===== config.mk =====
export PLATFORM = sky130hd
export DESIGN_NAME = vedic_mac_acc16
export DESIGN_NICKNAME = d
export VERILOG_FILES = /design/src/rtl/vedic_mac_acc16.sv
export SDC_FILE = /design/constraint.sdc
export NUM_CORES = 1
export LEC_CHECK = 0
export CORE_AREA = 4 4 269 271
export DETAILED_ROUTE_END_ITERATION = 6
export DIE_AREA = 0 0 273 275
export PLACE_DENSITY_LB_ADDON = 0.12
export SLEW_MARGIN = 30
export SYNTH_ARGS = -nofsm -noshare
export SYNTH_HDL_FRONTEND = slang
export SYNTH_SLANG_ARGS = --single-unit

===== constraint.sdc =====
create_clock -name clk -period 14.15 [get_ports clk]
set_input_delay 3.5375 -clock clk [delete_from_list [all_inputs] [get_ports clk]]
set_output_delay 3.5375 -clock clk [all_outputs]
set_load 0.02 [all_outputs]

===== src/rtl/vedic_mac_acc16.sv =====
// vedic_mac_acc16: streaming 16x16 unsigned multiply-accumulate over framed beats.
// Pipeline: S1 operand register -> S2 Vedic product register -> S3 accumulator.
// Optional build macro MAC_SATURATE_EN: on accumulator carry-out, clamp to all-ones
// for the rest of the frame instead of wrapping.
`timescale 1ns/1ps
module vedic_mac_acc16 #(
  parameter int ACC_W = 40,
  parameter int CNT_W = 16
) (
  input  logic             clk,
  input  logic             rst_n,
  input  logic             in_valid,
  output logic             in_ready,
  input  logic [15:0]      in_a,
  input  logic [15:0]      in_b,
  input  logic             in_last,
  output logic             out_valid,
  input  logic             out_ready,
  output logic [ACC_W-1:0] out_acc,
  output logic [CNT_W-1:0] out_cnt,
  output logic             out_ovf
);

  // Urdhva-Tiryagbhyam 2x2 cell: vertical and crosswise partial products.
  function automatic logic [3:0] vm2(input logic [1:0] a, input logic [1:0] b);
    logic hi, x0, x1;
    hi = a[1] & b[1];
    x0 = a[1] & b[0];
    x1 = a[0] & b[1];
    return {hi & (x0 & x1), hi ^ (x0 & x1), x0 ^ x1, a[0] & b[0]};
  endfunction

  function automatic logic [7:0] vm4(input logic [3:0] a, input logic [3:0] b);
    logic [3:0] q0, q1, q2, q3;
    q0 = vm2(a[1:0], b[1:0]);
    q1 = vm2(a[3:2], b[1:0]);
    q2 = vm2(a[1:0], b[3:2]);
    q3 = vm2(a[3:2], b[3:2]);
    return {4'b0, q0} + {2'b0, q1, 2'b0} + {2'b0, q2, 2'b0} + {q3, 4'b0};
  endfunction

  function automatic logic [15:0] vm8(input logic [7:0] a, input logic [7:0] b);
    logic [7:0] q0, q1, q2, q3;
    q0 = vm4(a[3:0], b[3:0]);
    q1 = vm4(a[7:4], b[3:0]);
    q2 = vm4(a[3:0], b[7:4]);
    q3 = vm4(a[7:4], b[7:4]);
    return {8'b0, q0} + {4'b0, q1, 4'b0} + {4'b0, q2, 4'b0} + {q3, 8'b0};
  endfunction

  function automatic logic [31:0] vm16(input logic [15:0] a, input logic [15:0] b);
    logic [15:0] q0, q1, q2, q3;
    q0 = vm8(a[7:0],  b[7:0]);
    q1 = vm8(a[15:8], b[7:0]);
    q2 = vm8(a[7:0],  b[15:8]);
    q3 = vm8(a[15:8], b[15:8]);
    return {16'b0, q0} + {8'b0, q1, 8'b0} + {8'b0, q2, 8'b0} + {q3, 16'b0};
  endfunction

  logic             en;
  logic             s1_v, s1_last;
  logic [15:0]      s1_a, s1_b;
  logic             s2_v, s2_last;
  logic [31:0]      s2_p;
  logic [ACC_W-1:0] acc;
  logic [CNT_W-1:0] cnt;
  logic             ovf;

  logic [ACC_W:0]   sum;
  logic [ACC_W-1:0] acc_nxt;
  logic [CNT_W-1:0] cnt_nxt;
  logic             ovf_nxt;

  // The whole pipeline freezes only while a finished result is refused downstream.
  assign en       = !(out_valid && !out_ready);
  assign in_ready = en;

  // Next accumulator value for the beat sitting in S2; the extra sum bit is the carry-out.
  always_comb begin
    sum     = {1'b0, acc} + (ACC_W+1)'(s2_p);
    ovf_nxt = ovf | sum[ACC_W];
`ifdef MAC_SATURATE_EN
    acc_nxt = ovf_nxt ? {ACC_W{1'b1}} : sum[ACC_W-1:0];
`else
    acc_nxt = sum[ACC_W-1:0];
`endif
    cnt_nxt = cnt + CNT_W'(1);
  end

  // S1 operand capture and S2 product register, valid/last flags travel with the data.
  always_ff @(posedge clk or negedge rst_n) begin
    if (!rst_n) begin
      s1_v    <= 1'b0;
      s1_last <= 1'b0;
      s1_a    <= '0;
      s1_b    <= '0;
      s2_v    <= 1'b0;
      s2_last <= 1'b0;
      s2_p    <= '0;
    end else if (en) begin
      s1_v    <= in_valid;
      s1_last <= in_last;
      s1_a    <= in_a;
      s1_b    <= in_b;
      s2_v    <= s1_v;
      s2_last <= s1_last;
      s2_p    <= vm16(s1_a, s1_b);
    end
  end

  // S3 accumulate; a last beat publishes the frame result and clears the running state.
  always_ff @(posedge clk or negedge rst_n) begin
    if (!rst_n) begin
      acc       <= '0;
      cnt       <= '0;
      ovf       <= 1'b0;
      out_valid <= 1'b0;
      out_acc   <= '0;
      out_cnt   <= '0;
      out_ovf   <= 1'b0;
    end else if (en) begin
      if (s2_v) begin
        if (s2_last) begin
          out_acc <= acc_nxt;
          out_cnt <= cnt_nxt;
          out_ovf <= ovf_nxt;
          acc     <= '0;
          cnt     <= '0;
          ovf     <= 1'b0;
        end else begin
          acc     <= acc_nxt;
          cnt     <= cnt_nxt;
          ovf     <= ovf_nxt;
        end
      end
      // With en high any pending result is being taken, so only a new completion keeps it set.
      out_valid <= s2_v && s2_last;
    end
  end

endmodule

Word level (Yosys, flattened, before mapping)
Cells that the tools add are included.
{"block": "classes", "add_sub_neg": 65, "multipliers": 0, "div": 0, "n_lt_le_gt_ge": 0, "eq_ne": 0, "n_shift": 0, "mux": 3, "bitwise_logic": 514, "n_reduce_logical": 6}
{"cell": "AND 1 bit", "count": 384}
{"cell": "adder 7 x 6 -> 8 bit", "count": 16}
{"cell": "adder 8 bit", "count": 16}
{"cell": "bitwise XOR 1 bit", "count": 128}
{"cell": "adder 4 x 6 -> 7 bit", "count": 16}
{"cell": "adder 14 x 16 -> 16 bit", "count": 4}
{"cell": "adder 13 x 12 -> 14 bit", "count": 4}
{"cell": "adder 8 x 12 -> 13 bit", "count": 4}
{"cell": "adder 40 x 32 -> 41 bit", "count": 1}
{"cell": "two-way mux 40 bit", "count": 1}
{"cell": "adder 26 x 32 -> 32 bit", "count": 1}
{"cell": "adder 25 x 24 -> 26 bit", "count": 1}
{"cell": "adder 16 x 24 -> 25 bit", "count": 1}
{"cell": "adder 16 x 1 -> 16 bit, second input constant", "count": 1}
{"cell": "two-way mux 16 bit", "count": 1}
{"cell": "AND reduction 3 bit", "count": 1}
{"cell": "logical AND 1 bit", "count": 2}
{"cell": "zero test 1 bit", "count": 2}
{"cell": "AND reduction 2 bit", "count": 1}
{"cell": "two-way mux 1 bit", "count": 1}
{"cell": "inverter 1 bit", "count": 1}
{"cell": "OR 1 bit", "count": 1}
{"block": "word_totals", "reg_bits": 183, "latchBits": 0, "mem_bits_rw": 0, "rom_bits": 0, "output_inout_bits": 59, "elab_cells": 602, "n_memories": 0}

Depth between registers and ports, before layout
{"block": "logic_depth", "ltp_word": 12, "depth_mapped": 37, "depth_no_buf": 36}

Least setup slack after synthesis
No wires, ideal clock.
{"block": "synth_path", "kind": "in2out", "from": "input out_ready", "to": "output in_ready", "arrival_ns": 4.531, "slack_ns": 6.081, "cell_stages": 5, "path_buffers": 3, "path_cell_list": "nor2b_1 -> clkbuf_1 -> inv_2 -> clkbuf_1 -> buf_1"}
{"block": "synth_between", "elab_chain_cells": 3}
{"item": "from (decl)", "line": "18", "source": "input logic out_ready,"}
{"item": "zero test 1 bit", "line": "75", "source": "assign en = !(out_valid && !out_ready);"}
{"item": "logical AND 1 bit", "line": "75"}
{"item": "zero test 1 bit", "line": "75"}
{"item": "to (decl)", "line": "13", "source": "output logic in_ready,"}
Every way passes these cells.

Final worst setup path
Same ends and word-level chain as after synthesis.

==> run metrics <==
status=complete, no violations; worst slew pin tran=0.8997 ns; layout cell share with drive strength beyond 1=3.916%; Worst Path Arrival=6.10 ns; Setup crit end=in_ready; Setup Total Neg Slack=0 ns; TritonCTS clock tree=yes; largest net degree at the start of global routing=97; Mapped Area=19490 um^2; Post-synth EDFFs=0; Final Hold Fails=0; clk_skew=0.02551 ns; CORE AREA=69790 um^2; number of CTS-inserted buffers=17; Die W=273 um; reg-to-reg critical path startpoint=s1_a[2]; global placement routability congestion=0.7796; Finished Core Util=31.74%; setup bufs post-CTS=0; io pins=96; CTS Buffer Depth=2; Yosys cell types=61; Synth Area in Compound Gates=12.57%; vias in the first global route=15130; worst hold path class=reg -> reg; r2r setup slk=6.48 ns; dpl hpwl=37490 um; CTS Hold Bufs=0; Setup crit end kind=output port; Buffers on Ports=95; row cnt=97; warnings from Yosys=0; Post-route DRC=0; Antenna Nets Post-Route=0; Slew headroom=39.88%; FF-to-FF path depth=31; routed wl met3=1238 um; crit path max fanout=62; M1 WL=24830 um; vias per std cell=4.398; GR Overflow Total=0; Max Cap Violations=0; Worst R2R End=s2_p[20]; initial antenna violation count=2; Initial Utilization=27.93%; mux contribution to synthesized area=1.265%; GR Util All Layers=13.68%; DRT Wirelength=49070 um; # fillers=7363; post-synthesis register bit count=183; wire length per cell=15.15 um; Top Metal Used=met4; drt first pass iters=6; Post-Synth XOR/XNOR Area=6.606%; Iter 0 DRT Violations=607; Crit Path Class=in -> out; area share of the largest cell type after synthesis=23.50%; Clock Pin Slew Worst Setup and Hold Paths=0.08 ns; ANT cells=0; max frequency=0.1037 GHz; Final Max Slew Viols=0; RSZ-0062 raised after global routing=false; # clock sinks=183; Skew-Pair Late Insertion Delay=0.50 ns; Gate Count Post-Synth=2228; Req. time, crit path=10.61 ns; synthesized area per cell=8.748 um^2; most used flip-flop cell after synthesis=dfrtp_1; Syn-to-layout area delta=13.65%; CTS resizes=0; Post-Synth Adder-Cell Area=31.29%; crit share post-route=68.13%; total number of vias=14240; Die ar.=75080 um^2; asr flop ratio synth=100.0%; DR WL met2=22410 um; CP Launch Type=input pin; main combinational cell family by area after synthesis=adder cells; Hold Crit Depth=2; Setup violations, final=0; Worst Setup SP=out_ready; Die Ht=275 um; Period minus WS final=9.640 ns; first-pass GRT wire length=81480 um; cell type with the largest total area after synthesis=dfrtp_1; syn nets=2672; register area share after synthesis=23.50%; CTS root buffer=clkbuf_16; simple-gate area share of the yosys netlist=16.63%; fin nets=2729; htree depth=4; Area contributors post-synth=dfrtp_1, ha_1, fa_1
-- metrics by stage --
stage          area, um^2  setup WS (ns)  instances  hold WS [ns]
5_1_grt             22150          4.270       3238        0.5004
2_1_floorplan       19490          6.081       2228        0.4386
4_1_cts             22140          4.371       3238        0.4793
3_3_place_gp        21490          4.385       3206        0.4533
6_report            22150          4.510       3238        0.4727
3_5_place_dp        21490          4.373       3206        0.4563
-- synthesized netlist by cell type (all sizes together) (2+ instances only) --
cell type  count
fa           134
ha           273
nor3           9
o22ai          4
and3          15
o41a           3
a31oi          4
a211o          4
mux2          21
nor2b         11
o21a           8
xnor2         88
o31ai         12
or3            5
nor3b          2
o21bai        15
nand2        297
nor2          57
o211ai         7
clkbuf        67
nand4          5
a21o          54
inv          348
nand3         11
dfrtp        183
or2            3
buf            7
a31o           3
nand2b        10
a211oi         7
a21oi        120
and2         223
o21ai        114
xor2          59
a2111oi        2
a22o          24
nand3b         6
-- layout by cell type (no fill, tap or decap), types with 3 or more instances in the layout --
cell,instances
nor3_1,9
nand3b_1,6
mux2_2,21
o21ai_1,5
inv_1,347
o211ai_1,7
or3_1,5
fa_1,134
inv_8,6
clkbuf_16,17
clkdlybuf4s50_1,94
o21bai_1,15
buf_4,16
a21oi_1,120
nand2_1,296
o22ai_1,4
xor2_1,59
a211o_1,4
nand2b_1,10
or2_2,3
o31ai_1,11
nand4_1,4
o21a_1,8
nor2_1,56
nor2b_1,10
o21ai_0,109
o41a_1,3
a31oi_1,4
a21o_1,54
a22o_1,24
a211oi_1,6
clkinv_8,4
and3_1,15
ha_1,273
dfrtp_1,183
nand3_1,10
xnor2_1,88
and2_1,222
-- how the worst min path moves through the flow --
stage	to	slack (ns)	startpoint
2_1_floorplan	s1_last	0.44	s1_last
4_1_cts	s1_last	0.48	s1_last
5_1_grt	out_acc[33]	0.50	out_acc[33]
6_report	s1_last	0.47	s1_last
3_5_place_dp	s1_v	0.46	s1_v
3_3_place_gp	s1_a[4]	0.45	s1_a[4]
-- layer usage --
layer | vias up | global-route usage (%)
li1 | 7309 | -
met1 | 6756 | 18.62
met2 | 139 | 23.22
met3 | 37 | 1.945
met4 | 0 | 2.927
met5 | - | 0
-- logic make-up (layout without fill, tap and decap cells) --
family	after synthesis	in the layout
fa+ha+maj	407	407
simple gates	657	657
flops	183	183
buf+inv	422	492
xor+xnor	147	147
compound gates	390	390
mux	22	22
-- registers in the layout (all words and copies together) (netlist names), 16 cells and up --
register / count
acc: 40
cnt: 16
out_acc: 40
out_cnt: 16
s1_a: 16
s1_b: 16
s2_p: 32
-- cell type report --
class	count	area [um^2]	share of cell area, %
Clock inverter	14	207.7	0.9376
Timing Repair Buffer	112	1086	4.903
Sequential cell	183	4579	20.67
Multi-Input combinational cell	1623	13360	60.29
Inverter	348	1308	5.903
Clock buffer	18	439.2	1.983
Tap cell	940	1176	5.310
-- critical path: stages --
cell             delay (ns)
clkdlybuf4s50_1        0.44
nor2b_4                0.11
buf_4                  0.60
clkinv_2               0.69
clkdlybuf4s50_1        0.71
Power is left out: the tool's default activity adds up to more than one toggle a clock period on the data nets, which glitch-free logic cannot reach.
